[src/rtl/bus_dma.sv]
// bus_dma: single-channel byte-copy DMA with a 6-byte register window and a request/grant master port.
// Defining BUS_DMA_FILL_EN builds fill mode (CTRL.MODE=1 writes SRC_LO repeatedly to the destination).
module bus_dma #(
   parameter logic [7:0] DMA_ADDRESS = 8'h90
) (
   input  logic        clk,
   input  logic        rst,
   input  logic [7:0]  din,
   input  logic [7:0]  address,
   input  logic        w_en,
   input  logic        r_en,
   output logic [7:0]  dout,
   output logic [15:0] m_address,
   output logic [7:0]  m_dout,
   input  logic [7:0]  m_din,
   output logic        m_w_en,
   output logic        m_r_en,
   output logic        m_req,
   input  logic        m_grant,
   output logic        done_flag,
   input  logic        done_flag_clr
);
   localparam int unsigned AW = 16;
   localparam int unsigned DW = 8;

   typedef enum logic [2:0] {IDLE, RD, CAP, WR, DONE} state_t;
   state_t state;

   logic [AW-1:0] src_r, dst_r, src_w, dst_w;
   logic [DW-1:0] len_r, cnt_w, data_q, wr_data, offset;
   logic          mode_r, fill_w, abort_pend;
   logic          busy, wr_ctrl, start, abort, mode_din, last;

   assign offset  = address - DMA_ADDRESS;
   assign busy    = (state != IDLE);
   assign wr_ctrl = w_en && (offset == 8'd5);
   assign start   = wr_ctrl && din[0] && !busy;
   assign abort   = wr_ctrl && din[4] && busy;
   // Count is loaded straight from LEN, so LEN=0 wraps through 255 and yields 256 bytes
   assign last    = (cnt_w == 8'd1);

`ifdef BUS_DMA_FILL_EN
   assign mode_din = din[3];
   assign wr_data  = fill_w ? src_w[7:0] : data_q;
`else
   assign mode_din = 1'b0;
   assign wr_data  = data_q;
`endif

   // Strobes follow grant within the cycle; an abort write suppresses the strobe it coincides with
   assign m_req     = (state == RD) || (state == CAP) || (state == WR);
   assign m_r_en    = (state == RD) && m_grant && !abort;
   assign m_w_en    = (state == WR) && m_grant && !abort;
   assign m_address = m_r_en ? src_w : (m_w_en ? dst_w : 16'h0000);
   assign m_dout    = m_w_en ? wr_data : 8'h00;

   always_ff @(posedge clk) begin
      if (rst) begin
         state      <= IDLE;
         src_r      <= '0;
         dst_r      <= '0;
         len_r      <= '0;
         mode_r     <= 1'b0;
         src_w      <= '0;
         dst_w      <= '0;
         cnt_w      <= '0;
         data_q     <= '0;
         fill_w     <= 1'b0;
         abort_pend <= 1'b0;
         done_flag  <= 1'b0;
         dout       <= 8'h00;
      end else begin
         // Configuration is frozen while a transfer is in flight
         if (w_en && !busy) begin
            case (offset)
               8'd0:    src_r[7:0]  <= din;
               8'd1:    src_r[15:8] <= din;
               8'd2:    dst_r[7:0]  <= din;
               8'd3:    dst_r[15:8] <= din;
               8'd4:    len_r       <= din;
               8'd5:    mode_r      <= mode_din;
               default: ;
            endcase
         end

         if (r_en) begin
            case (offset)
               8'd0:    dout <= src_r[7:0];
               8'd1:    dout <= src_r[15:8];
               8'd2:    dout <= dst_r[7:0];
               8'd3:    dout <= dst_r[15:8];
               8'd4:    dout <= len_r;
               8'd5:    dout <= {3'b000, 1'b0, mode_r, done_flag, busy, 1'b0};
               default: dout <= 8'h00;
            endcase
         end else begin
            dout <= 8'h00;
         end

         if (done_flag_clr)
            done_flag <= 1'b0;
         else if (state == DONE && !abort)
            done_flag <= 1'b1;

         case (state)
            IDLE: begin
               if (start) begin
                  src_w      <= src_r;
                  dst_w      <= dst_r;
                  cnt_w      <= len_r;
                  fill_w     <= mode_din;
                  abort_pend <= 1'b0;
                  state      <= mode_din ? WR : RD;
               end
            end
            RD: begin
               if (abort)
                  state <= IDLE;
               else if (m_grant)
                  state <= CAP;
            end
            CAP: begin
               // Read data is already on the bus, so an abort here still completes this byte
               data_q <= m_din;
               state  <= WR;
               if (abort)
                  abort_pend <= 1'b1;
            end
            WR: begin
               if (abort) begin
                  state <= IDLE;
               end else if (m_grant) begin
                  dst_w <= dst_w + AW'(1);
                  cnt_w <= cnt_w - DW'(1);
                  if (!fill_w)
                     src_w <= src_w + AW'(1);
                  if (abort_pend)
                     state <= IDLE;
                  else if (last)
                     state <= DONE;
                  else if (fill_w)
                     state <= WR;
                  else
                     state <= RD;
               end
            end
            DONE:    state <= IDLE;
            default: state <= IDLE;
         endcase
      end
   end
endmodule

[config.mk]
export PLATFORM = sky130hd
export DESIGN_NAME = bus_dma
export DESIGN_NICKNAME = d
export VERILOG_FILES = /design/src/rtl/bus_dma.sv
export SDC_FILE = /design/constraint.sdc
export NUM_CORES = 1
export LEC_CHECK = 0
export ABC_AREA = 1
export CAP_MARGIN = 0
export CELL_PAD_IN_SITES_DETAIL_PLACEMENT = 0
export CELL_PAD_IN_SITES_GLOBAL_PLACEMENT = 1
export CORE_ASPECT_RATIO = 1.1
export CORE_UTILIZATION = 42
export DETAILED_ROUTE_END_ITERATION = 6
export PLACE_DENSITY_LB_ADDON = 0.1
export SYNTH_ARGS = -nofsm -noshare
export SYNTH_HDL_FRONTEND = slang
export SYNTH_SLANG_ARGS = --single-unit
[constraint.sdc]
create_clock -name clk -period 5.3 [get_ports clk]
set_clock_uncertainty 0.1 [all_clocks]
set_input_delay 1.06 -clock clk [delete_from_list [all_inputs] [get_ports clk]]
set_output_delay 1.06 -clock clk [all_outputs]
set_load 0.02 [all_outputs]
; ---- Word-level counts from Yosys, hierarchy flattened
; Index checks and enable logic that the tools add are counted.
[word_totals]
register_bits = 101
input_bits = 30
output_inout_bits = 36
elab_cells = 91
[classes]
add_sub_neg = 4
eq_ne = 16
n_mux = 27
n_bitwise = 1
reduce_logical = 30
[ops]
columns = operator, count
row1 = $mux W16, 8
row2 = $pmux W16 S2, 2
row3 = $pmux W8 S6, 1
row4 = $add A16 B1 Y16 const B, 2
row5 = $mux W8, 4
row6 = $mux W3, 7
row7 = $eq A8 B1 Y1 const B, 2
row8 = $eq A8 B2 Y1 const B, 2
row9 = $eq A8 B3 Y1 const B, 2
row10 = $pmux W8 S2, 1
row11 = $pmux W3 S4, 1
row12 = $logic_and A1 B1 Y1, 11
row13 = $reduce_and A2 Y1, 5
row14 = $logic_not A8 Y1, 1
row15 = $ne A2 B2 Y1 const B, 4
row16 = $sub A8 B1 Y8 const B, 1
row17 = $sub A8 B8 Y8 const B, 1
row18 = $eq A3 B2 Y1 const B, 2
row19 = $ne A3 B3 Y1 const B, 2
row20 = $reduce_and A3 Y1, 2
row21 = $reduce_and A4 Y1, 1
row22 = $reduce_bool A2 Y1, 2
row23 = $reduce_or A2 Y1, 2
row24 = $eq A3 B1 Y1 const B, 1
row25 = other kinds (8), 11

; ---- Depth between registers and ports, before layout
; Gate-level depths: netlist of run 1.
[depth]
depth_word = 9
depth_mapped = 12
depth_no_buf = 10

; ---- Worst setup path before layout of run 1
; No wires, ideal clock.
[synth_timing]
kind = input to output
start = input address[5]
end = output m_address[10]
arrival_ns = 2.221
t_required_ns = 4.140
setup_slack_ns = 1.919
path_stages = 7
path_buffers = 1
cell_sequence = inv_1 nand2_2 nor2_4 nand4_2 nand3_1 clkbuf_1 o22ai_1
[synth_between]
elab_chain_len = 9
elab_cells_between_ends = 10
classes_between = 1 x add/sub / 1 x eq/ne / 2 x mux / 6 x reduce/logical
[synth_rtl]
columns = item, line_no
row1 = from (decl), 9  ; input logic [7:0] address,
row2 = $sub A8 B8 Y8 (*), 34  ; assign offset = address - DMA_ADDRESS;
row3 = $eq A8 B3 Y1 (*), n/a
row4 = $logic_and A1 B1 Y1 (*), 36  ; assign wr_ctrl = w_en && (offset == 8'd5);
row5 = $logic_and A1 B1 Y1 (*) (2 in a row), 38  ; assign abort = wr_ctrl && din[4] && busy;
row6 = $logic_not A1 Y1 (*), "52, 53"
row7 = $logic_and A1 B1 Y1, 53  ; assign m_w_en = (state == WR) && m_grant && !abort;
row8 = $mux W16, 54  ; assign m_address = m_r_en ? src_w : (m_w_en ? dst_w : 16'h0000);
row9 = $mux W16 (*), 54
row10 = to (decl), 13  ; output logic [15:0] m_address,
; Mark *: on every way between the ends. The rest lies on a longest branch, timed or not.

; ---- Worst setup path in the final report of run 1
[layout_timing]
start = input address[1]
end = output m_dout[4]
[layout_between]
elab_chain_len = 8
[layout_rtl]
columns = item, line_no
row1 = $sub A8 B8 Y8, 34
row2 = $eq A8 B3 Y1, n/a
row3 = $logic_and A1 B1 Y1, 36
row4 = $logic_and A1 B1 Y1 (2 in a row), 38
row5 = $logic_not A1 Y1, 53
row6 = $logic_and A1 B1 Y1, 53
row7 = $mux W8, 55  ; assign m_dout = m_w_en ? wr_data : 8'h00;
row8 = to (decl), 14  ; output logic [7:0] m_dout,
; Every way passes these cells.

==> results.sh, run 1 <==
export IMPL_numCtsBuffers=9
export IMPL_post_place_ws_ns=0.370
export IMPL_seqCellArea_um2=2020
export IMPL_vias_per_cell=5.24
export IMPL_cp_data_required_time_ns=4.14
export IMPL_rsz0062_at_grt="no"
export IMPL_clkLatencyLatePin_ns=0.35
export IMPL_period_minus_slack_ns=4.94
export IMPL_htree_levels=3
export IMPL_hold_viol_final=0
export IMPL_antenna_found_initial=0
export IMPL_p_leak_uw=0.00278
export IMPL_multiInputGateArea_um2=3070
export IMPL_cp_data_arrival_time_ns=3.78
export IMPL_die_h_um=123
export IMPL_intPower_uw=1330
export IMPL_clockRootBuffer="clkbuf_16"
export IMPL_nNetsFinal=988
export IMPL_r2r_cells=12
export IMPL_clkPwrFrac_pct=36.0
export IMPL_routedWlPerCell_um=15.7
export IMPL_placedCellCount=1104
export IMPL_fin_ws_ns=0.357
export IMPL_drive_above_1_share_pct=4.90
export IMPL_n_fill_cell=1405
export IMPL_grt_overflow=0
export IMPL_yosysSeqAreaShare_pct=35.9
export IMPL_io_pins=66
export IMPL_ant_nets=0
export IMPL_die_area_um2=13900
export IMPL_critPathMaxFanout=17
export IMPL_cts_tree="built"
export IMPL_core_area_um2=13200
export IMPL_post_cts_buffers=0
export IMPL_ir_drop_uv=147
export IMPL_grt_pass1_wl_um=27700
export IMPL_synthesis_nets=939
export IMPL_critPathKind="input pin to output port"
export IMPL_drv_slew=0
export IMPL_syn_inst=905
export IMPL_fmax_mhz=202
export IMPL_io_buffers=65
export IMPL_cts_resized=0
export IMPL_relSlewSlack_pct=38.3
export IMPL_diodes=0
export IMPL_grt_pass1_vias=5521
export IMPL_switchingPower_uw=617
export IMPL_finalSetupTns_ns=0
export IMPL_yosys_warnings=0
export IMPL_seqPwrFrac_pct=44.7
export IMPL_wl_um=17500
export IMPL_cts_clk_slew_worst_paths_ns=0.07
export IMPL_synthToLayoutAreaGrowth_pct=18.5
export IMPL_initial_utilization_pct=42.8
export IMPL_comb_power_share_pct=19.3
export IMPL_final_cell_mix="225 x nand2_1, 171 x nor2_1, 101 x dfxtp_1, 90 x inv_1, 90 x o21ai_0"
export IMPL_ys_async_sr_fraction_pct=0
export IMPL_setup_viol=0
export IMPL_grt_usage_pct=26.1
export IMPL_vias=5874
export IMPL_dr_pass1_iters=4
export IMPL_avgSynthCellArea_um2=6.22
export IMPL_dp_final_hpwl_um=12800
export IMPL_endpoint_kind="output port"
export IMPL_status="complete, no violations"
export IMPL_ys_flop_type="dfxtp_1"
export IMPL_powerDensity_nw_per_um2=291
export IMPL_drt_iter0_markers=402
export IMPL_synth_edf_count=0
export IMPL_cts_max_path_buffers=2
export IMPL_holdBufCountCts=0
export IMPL_die_x_um=112
export IMPL_cap_violations=0
export IMPL_synth_area_um2=5630
export IMPL_cp_start_kind="input pin"
export IMPL_fin_util_pct=50.7
export IMPL_rows=44
export IMPL_gp_congestion=0.876
export IMPL_sw_frac_of_total_pct=31.7
export IMPL_mostFrequentLayoutCell="nand2_1"
export IMPL_cts_sinks=101
export IMPL_tightest_slew_ns=0.923
export IMPL_grt_max_degree=57
export IMPL_hold_path_class="flip-flop to flip-flop"
export IMPL_whs_path_depth=2
export IMPL_finalCritPeriodShare_pct=93.3
export IMPL_stdcell_count=1120
export IMPL_ys_seq_elements=101
export IMPL_drc_errors=0
export IMPL_ys_types=33
-- state kept, by name, summed over array words and instances (netlist names) --
name        cells
dst_r          16
len_r           8
data_q          8
dst_w          16
dout            8
state           3
src_w          16
abort_pend      1
cnt_w           8
src_r          16
done_flag       1
-- power by group through the flow --
stage	combinational, uW	sequential, uW	clock (uW)
2_1_floorplan	282	867	0
5_1_grt	430	874	737
3_3_place_gp	367	882	0
3_5_place_dp	372	884	0
4_1_cts	375	866	709
6_report	375	868	699
-- per-layer routing --
metal	track usage, %	vias to the layer above	share of wire [%]
met2	45.8	158	48
met3	4.12	40	4.8
met1	30.9	2673	44
li1	-	3003	-
met5	0	-	0
met4	13.4	0	3.8
-- critical path: stages --
cell	delay [ns]
clkdlybuf4s50_1	0.52
inv_2	0.07
nand2_2	0.08
nor2_2	0.06
nand4_2	0.13
nand3_1	0.67
buf_4	0.44
nor2_1	0.11
clkdlybuf4s50_1	0.62
-- worst paths after layout --
check | from | endpoint | slack [ns]
worst max-delay path | address[1] | m_dout[4] | 0.36
worst min-delay path | data_q[6] | data_q[6] | 0.36
worst max register to register | state[2] | dst_w[13] | 2.34
worst min register to register | data_q[6] | data_q[6] | 0.36
-- cells by family (layout without fill, tap and decap cells) --
logic type | Yosys count | in the layout | share of synthesized area (%)
compound gates | 169 | 169 | 15.9
mux | 2 | 2 | 0.355
xor+xnor | 7 | 7 | 1.09
simple gates | 490 | 490 | 36.2
fa+ha+maj | 4 | 4 | 0.889
flops | 101 | 101 | 35.9
buf+inv | 132 | 186 | 9.66
-- cell type report --
type                    count  share of cell area (%)
flip-flops and latches    101                    30.3
multi-input cells         672                    45.9
well taps                 161                    3.02
repair buffers             73                    10.6
clock buffers              10                    3.58
clock inverters             6                    1.07
inverters                  97                    5.45
-- Yosys cell counts (2+ instances only) --
library cell  instances  area share, %
ha_1                  4           0.89
o31ai_1               2           0.27
a21oi_1              52            4.6
nor2_4                4           0.80
dfxtp_1             101             36
inv_2                 5           0.33
nand2_1             225             15
o211ai_1              4           0.53
nor3_1                5           0.44
inv_1                91            6.1
mux2i_1               2           0.36
nand4_2               2           0.44
nand3_1              54            4.8
o22ai_1              16            1.8
buf_6                 5            1.0
nand4_1              14            1.6
xor2_1                6           0.93
nand2_2               6           0.67
nand3b_1              4           0.53
nor2_1              171             11
a31oi_1               2           0.22
clkbuf_1             20            1.3
buf_2                 9           0.80
o21ai_0              90            8.0
nor2_2                3           0.33
-- metrics by stage --
stage	hold slack [ns]	cell area, um^2	power, uW
floorplan	0.330	5630	1150
global placement	0.343	6360	1250
detailed placement	0.349	6360	1260
CTS	0.361	6680	1950
global route	0.381	6680	2040
finish	0.358	6680	1940
(Power assumes the default switching activity.)
==> inputs of run 2 (changes only) <==
Settings changed: CORE_UTILIZATION 42 to 30.
==> run 2 against run 1 <==
Die area grew 39%. Hold slack got worse by 0.0022 ns. Register-to-register slack got worse by 0.03 ns. Critical path depth unchanged. Maximum frequency increased by 5.3%. Non-clock buffer count did not move. First-iteration DRC count fell by 29%. Final area grew 1.6%. Sequential cell count did not move. Global-route usage is 5.7 points lower. Critical path type unchanged.
==> results.sh, run 2 (same netlist as run 1, synthesis figures left out) <==
export IMPL_critPathKind="input pin to output port"
export IMPL_cts_tree="built"
export IMPL_fin_hold_ws_ns=0.356
export IMPL_finalSetupTns_ns=0
export IMPL_drc_errors=0
export IMPL_final_cell_mix="225 x nand2_1, 171 x nor2_1, 101 x dfxtp_1, 90 x inv_1, 90 x o21ai_0"
export IMPL_cts_clk_slew_worst_paths_ns=0.07
export IMPL_vias_per_cell=4.78
export IMPL_sw_frac_of_total_pct=31.7
export IMPL_ant_nets=0
export IMPL_gp_congestion=0.799
export IMPL_die_x_um=133
export IMPL_rows=52
export IMPL_grt_use_met2_pct=33.4
export IMPL_p_leak_uw=0.00279
export IMPL_use_met3_pct=3.17
export IMPL_use_met1_pct=27.5
export IMPL_hold_path_class="flip-flop to flip-flop"
export IMPL_drv_slew=0
export IMPL_cp_data_arrival_time_ns=3.54
export IMPL_placedCellCount=1186
export IMPL_ir_drop_uv=148
export IMPL_vias=5745
export IMPL_endpoint_kind="output port"
export IMPL_clkLatencyLatePin_ns=0.35
export IMPL_nNetsFinal=988
export IMPL_io_pins=66
export IMPL_wl_um=19200
export IMPL_cts_sinks=101
export IMPL_grt_pass1_wl_um=30000
export IMPL_dr_pass1_iters=6
export IMPL_grt_overflow=0
export IMPL_critPathMaxFanout=15
export IMPL_grt_pass1_vias=5352
export IMPL_cap_violations=0
export IMPL_drt_iter0_markers=285
export IMPL_place_area_um2=6480
export IMPL_status="complete, no violations"
export IMPL_setup_viol=0
export IMPL_multiInputGateArea_um2=3070
export IMPL_cts_resized=0
export IMPL_die_area_um2=19300
export IMPL_cp_data_required_time_ns=4.14
export IMPL_drive_above_1_share_pct=4.80
export IMPL_fin_area_um2=6780
export IMPL_finalCritPeriodShare_pct=88.6
export IMPL_n_fill_cell=2093
export IMPL_fmax_mhz=213
export IMPL_grt_usage_pct=20.3
export IMPL_die_h_um=146
export IMPL_clkPwrFrac_pct=35.9
export IMPL_io_buffers=65
export IMPL_rsz0062_at_grt="no"
export IMPL_cp_start_kind="input pin"
export IMPL_dp_final_hpwl_um=14000
export IMPL_period_minus_slack_ns=4.70
export IMPL_fin_util_pct=36.8
export IMPL_powerDensity_nw_per_um2=286
export IMPL_grt_max_degree=57
export IMPL_switchingPower_uw=615
export IMPL_numCtsBuffers=9
export IMPL_post_cts_buffers=0
export IMPL_top_usage_layer="met2"
export IMPL_tightest_slew_ns=0.792
export IMPL_hold_viol_final=0
export IMPL_clockRootBuffer="clkbuf_16"
export IMPL_core_area_um2=18400
export IMPL_htree_levels=3
export IMPL_holdBufCountCts=0
export IMPL_cts_max_path_buffers=2
export IMPL_initial_utilization_pct=30.6
export IMPL_intPower_uw=1320
export IMPL_diodes=0
export IMPL_synthToLayoutAreaGrowth_pct=20.4
export IMPL_comb_power_share_pct=19.4
export IMPL_antenna_found_initial=0
export IMPL_routedWlPerCell_um=16.0
export IMPL_seqCellArea_um2=2020
export IMPL_stdcell_count=1202
export IMPL_seqPwrFrac_pct=44.7
export IMPL_relSlewSlack_pct=47.1
export IMPL_mostFrequentLayoutCell="nand2_1"
run 2: changes by cell type in the layout (fill, tap and decap cells not counted), sizes merged:
cell / change
clkinvlp: -2
clkinv: +1
clkbuf: +1
run 2: per-layer routing:
metal  share of wire [%]  up-vias
li1                    -     2999
met3                 3.6       13
met2                  47      111
met4                 1.2        0
met1                  49     2622
met5                   0        -
run 2: power by group through the flow:
| stage | clock, uW | combinational, uW | sequential, uW |
|---|---|---|---|
| after floorplan | 0 | 282 | 867 |
| after global placement | 0 | 383 | 886 |
| after detailed placement | 0 | 378 | 885 |
| after CTS | 718 | 379 | 868 |
| after global routing | 747 | 434 | 877 |
| final | 695 | 376 | 868 |
run 2: final timing paths:
kind                    from             to  cells past startpoint  slack (ns)
hold reg to reg    data_q[0]      data_q[0]                      2        0.36
hold / removal     data_q[0]      data_q[0]                      2        0.36
setup reg to reg    state[2]      src_w[14]                     12        2.31
setup / recovery  address[1]  m_address[14]                      9        0.60
run 2: critical path: stages:
cell and delay, ns:
clkdlybuf4s50_1 0.51, inv_2 0.07, nand2_2 0.07, nor2_2 0.06, nand4_2 0.16, nand3_1 0.49
buf_12 0.35, o22ai_1 0.13, clkdlybuf4s50_1 0.63
run 2: final cells by class:
type,count,share of cell area (%)
Clock buffer,11,3.58
Tap cell,243,4.48
Clock inverter,5,0.849
Sequential cell,101,29.8
Timing Repair Buffer,73,10.7
Inverter,97,5.37
Multi-Input combinational cell,672,45.2
run 2: per-stage QoR:
step / setup slack (ns) / total power [uW]
floorplan: 1.92 / 1150
global placement: 0.564 / 1270
detailed placement: 0.531 / 1260
CTS: 0.543 / 1970
global route: 0.333 / 2060
finish: 0.605 / 1940
==> inputs of run 3 (changes only) <==
Clock period 5.3 ns to 5.4 ns, I/O delays scaled along.
==> run 3 against run 2 <==
Critical path depth did not move. Critical endpoint is now m_address[2]. Via count decreased by 0.94%. Die area unchanged. Highest routed layer unchanged. Register-to-register slack gained 0.12 ns.
==> results.sh, run 3 (same netlist as run 1, synthesis figures left out) <==
export IMPL_nNetsFinal=988
export IMPL_highest_layer="met4"
export IMPL_ant_nets=0
export IMPL_status="complete, no violations"
export IMPL_clkPwrFrac_pct=37.0
export IMPL_drive_above_1_share_pct=4.90
export IMPL_rows=52
export IMPL_post_place_ws_ns=0.597
export IMPL_sw_frac_of_total_pct=32.1
export IMPL_powerDensity_nw_per_um2=285
export IMPL_hold_path_class="flip-flop to flip-flop"
export IMPL_grt_pass1_wl_um=30400
export IMPL_hold_viol_final=0
export IMPL_cts_tree="built"
export IMPL_grt_overflow=0
export IMPL_seqPwrFrac_pct=43.9
export IMPL_cp_data_arrival_time_ns=3.59
export IMPL_die_h_um=146
export IMPL_stdcell_count=1202
export IMPL_fin_ws_ns=0.633
export IMPL_gp_congestion=0.789
export IMPL_diodes=0
export IMPL_cts_clk_slew_worst_paths_ns=0.08
export IMPL_cts_max_path_buffers=2
export IMPL_grt_pass1_vias=5342
export IMPL_initial_utilization_pct=30.6
export IMPL_drt_iter0_markers=282
export IMPL_cap_violations=0
export IMPL_fin_util_pct=36.9
export IMPL_cts_sinks=101
export IMPL_intPower_uw=1320
export IMPL_ir_drop_uv=153
export IMPL_fmax_mhz=210
export IMPL_vias_per_cell=4.73
export IMPL_io_buffers=65
export IMPL_holdBufCountCts=0
export IMPL_mostFrequentLayoutCell="nand2_1"
export IMPL_numCtsBuffers=9
export IMPL_tightest_slew_ns=0.814
export IMPL_endpoint_kind="output port"
export IMPL_met3RoutedLength_um=565
export IMPL_wl_met2_um=8710
export IMPL_comb_power_share_pct=19.1
export IMPL_grt_usage_pct=20.6
export IMPL_die_area_um2=19300
export IMPL_cp_start_kind="input pin"
export IMPL_critPathKind="input pin to output port"
export IMPL_reg2reg_slack_ns=2.43
export IMPL_dr_pass1_iters=4
export IMPL_io_pins=66
export IMPL_final_cell_mix="225 x nand2_1, 171 x nor2_1, 101 x dfxtp_1, 90 x inv_1, 90 x o21ai_0"
export IMPL_cp_data_required_time_ns=4.22
export IMPL_rsz0062_at_grt="no"
export IMPL_vias=5691
export IMPL_dp_final_hpwl_um=13900
export IMPL_htree_levels=3
export IMPL_period_minus_slack_ns=4.77
export IMPL_core_area_um2=18400
export IMPL_post_cts_buffers=0
export IMPL_critPathMaxFanout=15
export IMPL_drc_errors=0
export IMPL_placedCellCount=1186
export IMPL_finalSetupTns_ns=0
export IMPL_cts_resized=0
export IMPL_relSlewSlack_pct=45.8
export IMPL_routedWlPerCell_um=16.0
export IMPL_wl_met1_um=9690
export IMPL_die_x_um=133
export IMPL_finalCritPeriodShare_pct=88.3
export IMPL_clockRootBuffer="clkbuf_16"
export IMPL_switchingPower_uw=622
export IMPL_grt_max_degree=74
export IMPL_place_area_um2=6480
export IMPL_n_fill_cell=2072
export IMPL_p_leak_uw=0.00279
export IMPL_synthToLayoutAreaGrowth_pct=20.7
export IMPL_clkLatencyLatePin_ns=0.36
export IMPL_fin_area_um2=6800
export IMPL_antenna_found_initial=0
export IMPL_drv_slew=0
export IMPL_wl_um=19200
export IMPL_setup_viol=0
-- run 3: stage by stage --
step           hold slack, ns  power, uW
2_1_floorplan           0.330       1130
3_3_place_gp            0.348       1250
3_5_place_dp            0.349       1240
4_1_cts                 0.361       1960
5_1_grt                 0.375       2050
6_report                0.358       1940
-- run 3: final cells by class --
| class | instances | area [um^2] | area share [%] |
|---|---|---|---|
| Multi-Input combinational cell | 672 | 3070 | 45.1 |
| Sequential cell | 101 | 2020 | 29.7 |
| Timing Repair Buffer | 73 | 723 | 10.6 |
| Inverter | 97 | 365 | 5.37 |
| Tap cell | 243 | 304 | 4.47 |
| Clock buffer | 11 | 253 | 3.72 |
| Clock inverter | 5 | 63.8 | 0.939 |
-- run 3: routing by layer --
metal / vias to the layer above / GRT usage [%]
met2: 87 / 33.3
met3: 15 / 3.07
li1: 3008 / -
met5: - / 0
met4: 0 / 5.63
met1: 2581 / 28.4
-- run 3: worst paths after layout --
path,startpoint,end,cells after the start
max reg2reg,state[2],dst_w[8],12
min reg2reg,data_q[1],data_q[1],2
min,data_q[1],data_q[1],2
max,address[1],m_address[2],9
-- run 3: critical path, cell delays in order --
cell and delay (ns):
clkdlybuf4s50_1 0.51, inv_2 0.07, nand2_2 0.07, nor2_2 0.06, nand4_2 0.16, nand3_1 0.49
buf_12 0.35, o21ai_0 0.17, clkdlybuf4s50_1 0.63
-- run 3: power by group through the flow --
| stage | clock (uW) | combinational (uW) | sequential [uW] |
|---|---|---|---|
| after detailed placement | 0 | 370 | 868 |
| after global placement | 0 | 377 | 869 |
| after CTS | 733 | 372 | 851 |
| final | 717 | 369 | 851 |
| after floorplan | 0 | 277 | 851 |
| after global routing | 765 | 425 | 859 |
